[src/rtl/rc4_pkg.sv]
// Shared types and constants for the RC4 state-RAM datapath.
package rc4_pkg;

    localparam int RC4_MEM_DEPTH = 256;

    typedef enum logic [1:0] {
        IDLE,
        READING,
        DRAIN
    } reader_state_t;

endpackage

[src/rtl/sync_fifo2.sv]
// Two-entry shift FIFO. The head always sits in entry0, so the outputs never depend on a pointer.
module sync_fifo2 #(
    parameter int WIDTH = 16
) (
    input  logic             clk,
    input  logic             reset,
    input  logic             push,
    input  logic [WIDTH-1:0] push_data,
    input  logic             pop,
    output logic [1:0]       count,
    output logic [WIDTH-1:0] head
);

    logic [WIDTH-1:0] entry0;
    logic [WIDTH-1:0] entry1;
    logic             pop_ok;
    logic             push_ok;

    assign pop_ok  = pop && (count != 2'd0);
    assign push_ok = push && ((count != 2'd2) || pop_ok);
    assign head    = entry0;

    always_ff @(posedge clk or posedge reset) begin
        if (reset) begin
            count  <= 2'd0;
            entry0 <= '0;
            entry1 <= '0;
        end else begin
            if (push_ok && pop_ok) begin
                // Count is unchanged; the surviving entry moves up ahead of the new one.
                if (count == 2'd1) begin
                    entry0 <= push_data;
                end else begin
                    entry0 <= entry1;
                    entry1 <= push_data;
                end
            end else if (push_ok) begin
                if (count == 2'd0) begin
                    entry0 <= push_data;
                end else begin
                    entry1 <= push_data;
                end
                count <= count + 2'd1;
            end else if (pop_ok) begin
                entry0 <= entry1;
                count  <= count - 2'd1;
            end
        end
    end

endmodule

[src/rtl/ram_sweep_reader.sv]
// Sweeps a synchronous-read RAM over a fixed address range and streams (address, data) pairs
// downstream, optionally counting words whose data differs from their address.
module ram_sweep_reader
    import rc4_pkg::*;
#(
    parameter int RAM_WIDTH      = 8,
    parameter int START_INDEX    = 0,
    parameter int END_INDEX      = 255,
    parameter int CHECK_IDENTITY = 1
) (
    input  logic                 clk,
    input  logic                 reset,
    input  logic                 start,
    output logic                 busy,
    output logic                 finished,
    output logic [RAM_WIDTH-1:0] address,
    input  logic [RAM_WIDTH-1:0] ram_q,
    output logic                 out_valid,
    input  logic                 out_ready,
    output logic [RAM_WIDTH-1:0] out_addr,
    output logic [RAM_WIDTH-1:0] out_data,
    output logic [RAM_WIDTH-1:0] error_count
);

    localparam logic [RAM_WIDTH-1:0] START_ADDR = RAM_WIDTH'(START_INDEX);
    localparam logic [RAM_WIDTH-1:0] END_ADDR   = RAM_WIDTH'(END_INDEX);

    reader_state_t              state;
    logic                       start_d;
    logic                       rd_pending;
    logic [RAM_WIDTH-1:0]       tag;
    logic [1:0]                 count;
    logic [2*RAM_WIDTH-1:0]     head;
    logic                       pop;
    logic                       issue;
    logic                       start_edge;

    assign start_edge = start & ~start_d;
    assign out_valid  = (count != 2'd0);
    assign pop        = out_valid & out_ready;
    assign out_addr   = head[2*RAM_WIDTH-1:RAM_WIDTH];
    assign out_data   = head[RAM_WIDTH-1:0];
    assign busy       = (state != IDLE);

    // Credit check: buffered words plus the read in flight, less this cycle's pop, must leave room.
    assign issue = (state == READING) &&
                   (({1'b0, count} + {2'b00, rd_pending}) < (3'd2 + {2'b00, pop}));

    always_ff @(posedge clk or posedge reset) begin
        if (reset) begin
            state       <= IDLE;
            start_d     <= 1'b0;
            rd_pending  <= 1'b0;
            tag         <= '0;
            address     <= START_ADDR;
            error_count <= '0;
            finished    <= 1'b0;
        end else begin
            start_d    <= start;
            finished   <= 1'b0;
            rd_pending <= issue;
            if (issue) begin
                tag <= address;
            end
            if (rd_pending && (CHECK_IDENTITY != 0) && (ram_q != tag) && (error_count != '1)) begin
                error_count <= error_count + 1'b1;
            end

            case (state)
                IDLE: begin
                    address <= START_ADDR;
                    if (start_edge) begin
                        error_count <= '0;
                        state       <= READING;
                    end
                end
                READING: begin
                    if (issue) begin
                        if (address == END_ADDR) begin
                            address <= START_ADDR;
                            state   <= DRAIN;
                        end else begin
                            address <= address + 1'b1;
                        end
                    end
                end
                DRAIN: begin
                    if (!rd_pending && (count == 2'd1) && pop) begin
                        finished <= 1'b1;
                        state    <= IDLE;
                    end
                end
                default: state <= IDLE;
            endcase
        end
    end

    sync_fifo2 #(
        .WIDTH(2 * RAM_WIDTH)
    ) u_fifo (
        .clk      (clk),
        .reset    (reset),
        .push     (rd_pending),
        .push_data({tag, ram_q}),
        .pop      (pop),
        .count    (count),
        .head     (head)
    );

endmodule

[config.mk]
export PLATFORM = sky130hd
export DESIGN_NAME = ram_sweep_reader
export DESIGN_NICKNAME = d
export VERILOG_FILES = /design/src/rtl/rc4_pkg.sv /design/src/rtl/sync_fifo2.sv /design/src/rtl/ram_sweep_reader.sv
export SDC_FILE = /design/constraint.sdc
export NUM_CORES = 1
export LEC_CHECK = 0
export CAP_MARGIN = 20
export CORE_UTILIZATION = 45
export DETAILED_ROUTE_END_ITERATION = 10
export PLACE_DENSITY = 0.76
export SYNTH_ARGS = -nofsm -noshare
export SYNTH_HDL_FRONTEND = slang
export SYNTH_SLANG_ARGS = --single-unit
[constraint.sdc]
create_clock -name clk -period 4.15 [get_ports clk]
set_input_delay 0.83 -clock clk [delete_from_list [all_inputs] [get_ports clk]]
set_output_delay 0.83 -clock clk [all_outputs]
set_load 0.02 [all_outputs]
==> impl_metrics.env <==
export IMPL_grt_setup_unrepaired="no"
export IMPL_yosysMostFrequentCell="dfrtp_1"
export IMPL_synth_largest_area_cell="dfrtp_1"
export IMPL_final_period_utilization_pct=71.8
export IMPL_regArea_mm2=0.00158
export IMPL_hold_depth=1
export IMPL_synth_top_family_by_area="simple AND/OR/NAND/NOR gates"
export IMPL_wl_per_cell_um=14.8
export IMPL_synth_adder_area_share_pct=3.25
export IMPL_synthCells=295
export IMPL_grt_ovfl_total=0
export IMPL_synth_edf_count=0
export IMPL_viasPerCell=5.46
export IMPL_synth_area_mux_share_pct=10.6
export IMPL_drv_cap=0
export IMPL_cellPowerDensity_mw_per_mm2=642
export IMPL_area_growth_pct=23.7
export IMPL_cp_end_kind="register"
export IMPL_layout_cells_non_filler=426
export IMPL_slew_viol_final=0
export IMPL_ctsHoldBuffers=0
export IMPL_avgSynthCellArea_um2=10.4
export IMPL_synth_top_area_share_pct=51.2
export IMPL_clockPowerShare_pct=20.2
export IMPL_ys_flop_type="dfrtp_1"
export IMPL_dieWidth_um=84.7
export IMPL_p_sw_uw=916
export IMPL_hold_path_class="register to register"
export IMPL_cp_data_required_time_ns=4.37
export IMPL_critPathLaunchType="input port"
export IMPL_clkSinkCount=63
export IMPL_postCtsResizedCells=0
export IMPL_cts_tree="done"
export IMPL_path_max_fanout=16
export IMPL_nets=364
export IMPL_async_flop_share_pct=100
export IMPL_reg2regPathDepth=8
export IMPL_clk_path_buf_depth=2
export IMPL_p_comb_share_pct=41.9
export IMPL_synthXorXnorAreaFrac_pct=2.85
export IMPL_tightest_slew_ns=0.766
export IMPL_violations="DRC"
export IMPL_initial_utilization_pct=47.7
export IMPL_ant_nets=0
export IMPL_leakage_uw=0.00160
export IMPL_switching_share_pct=37.5
export IMPL_syn_nets=315
export IMPL_ir_drop_v=0.000292
export IMPL_die_h_um=84.7
export IMPL_wirelength_um=6310
export IMPL_clk_latency_ns=0.34
export IMPL_finalSetupTns_ns=0
export IMPL_die_area_mm2=0.00717
export IMPL_gr_usage_all_layers_pct=20.0
export IMPL_row_count=29
export IMPL_drt_pre_antenna_iters=7
export IMPL_dp_cells=409
export IMPL_core_mm2=0.00646
export IMPL_multiInputGateArea_mm2=0.00141
export IMPL_hold_viol=0
export IMPL_p_seq_share_pct=37.9
export IMPL_ys_seq_elements=63
export IMPL_p_int_uw=1530
export IMPL_ys_top_cells_by_area="dfrtp_1, mux2_2, nand2_1"
export IMPL_vias=2326
export IMPL_htreeDepth=3
export IMPL_dp_hpwl_um=4510
export IMPL_yosysSeqAreaShare_pct=51.2
export IMPL_antenna_cells=0
export IMPL_cts_buffers=9
export IMPL_place_gp_congestion=0.858
export IMPL_clock_fmax_mhz=336
export IMPL_io_buffers=46
export IMPL_syn_area_mm2=0.00308
export IMPL_cts_root_buffer_cell="clkbuf_8"
export IMPL_drive_above_1_share_pct=14.3
export IMPL_grt_pass1_wl_um=11100
export IMPL_yosys_area_share_simple_pct=18.0
export IMPL_arrival_ns=3.20
export IMPL_drc=4
export IMPL_clkTransAtPathRegs_ns=0.07
export IMPL_period_needed_ns=2.98
export IMPL_skew_ns=0.0110
export IMPL_relSlewSlack_pct=48.7
export IMPL_yosysUniqueCellTypes=45
export IMPL_status="complete, but fails checks"
export IMPL_grt_max_degree=50
export IMPL_drtIter0Drc=107
export IMPL_grt_antenna_before_repair=0
export IMPL_fill_cells=553
export IMPL_synth_commonest_cells="dfrtp_1, nand2_1, mux2_2"
export IMPL_ys_warn_count=0
export IMPL_post_cts_setup_buffers=0
export IMPL_worstSetupPathType="input port to register"
export IMPL_setup_viol=0
export IMPL_ios=47
export IMPL_synth_compound_area_share_pct=11.1
export IMPL_grt_pass1_vias=2321
metrics by stage:
step / hold WS [ns] / area, um2 / total power, uW / setup slack [ns] / utilization [%]
2_1_floorplan: 0.458 / 3080 / 1610 / 1.51 / -
3_3_place_gp: 0.466 / 3590 / 1920 / 0.860 / 55.5
3_5_place_dp: 0.475 / 3600 / 1970 / 0.800 / 55.8
4_1_cts: 0.492 / 3790 / 2470 / 1.16 / 58.7
5_1_grt: 0.520 / 3810 / 2610 / 1.05 / 59.0
6_report: 0.501 / 3810 / 2440 / 1.17 / 59.0
layout make-up:
cell class                      instances  area share [%]
Tap cell                               77            2.53
Clock inverter                          2           0.361
Inverter                                9           0.887
Timing Repair Buffer                   49            13.2
Sequential cell                        63            41.4
Clock buffer                           14            4.53
Multi-Input combinational cell        212            37.1
path summary, 6_finish.rpt:
path,end,start,slack [ns]
setup / recovery,u_fifo.entry1[15],out_ready,1.17
hold / removal,u_fifo.entry1[8],u_fifo.entry1[8],0.50
setup reg to reg,u_fifo.entry1[15],u_fifo.count[0],1.27
hold reg to reg,u_fifo.entry1[8],u_fifo.entry1[8],0.50
max in group asynchronous,address[4],reset,2.73
min in group asynchronous,error_count[7],reset,0.70
kinds of logic after synthesis:
family	count (synthesis)
flops	63
mux	28
buf+inv	20
fa+ha+maj	8
compound gates	53
xor+xnor	10
simple gates	113
flip-flops by register name (all words and copies together) (netlist names):
register and count:
state 2, u_fifo.head 16, error_count 8, u_fifo.entry1 16, u_fifo.count 2, finished 1, start_d 1, rd_pending 1
tag 8, address 8
power by group through the flow:
stage | Combinational, uW | Sequential [uW] | Clock (uW)
2_1_floorplan | 613 | 1000 | 0
3_3_place_gp | 994 | 929 | 0
3_5_place_dp | 1030 | 937 | 0
4_1_cts | 1040 | 926 | 510
5_1_grt | 1120 | 951 | 537
6_report | 1020 | 926 | 494
metal layers:
layer / vias to the layer above / GRT usage (%) / wire length [um]
met5: - / 0 / 0
met4: 0 / 5.24 / 61
met3: 8 / 6.78 / 260
met2: 44 / 32.0 / 3020
met1: 1133 / 26.2 / 2970
li1: 1141 / - / -
layout by cell type (no fill, tap or decap), types with 3 or more instances in the layout:
cell,n
a21oi_1,11
a31oi_1,17
clkbuf_8,12
clkdlybuf4s50_1,46
dfrtp_1,63
ha_1,8
inv_1,8
mux2_1,7
mux2_2,20
nand2_1,52
nand3_1,10
nand4_1,3
nor2_1,19
o21ai_0,10
o31ai_1,3
or3_1,6
or4_1,4
xnor2_1,9
critical path, stage by stage:
cell,delay [ns]
clkdlybuf4s50_1,0.49
nand2b_1,0.12
a21boi_2,0.28
ha_1,0.32
mux2_2,0.39
nor2_4,0.37
mux2_2,0.39
Power figures use the tool's default switching activity.
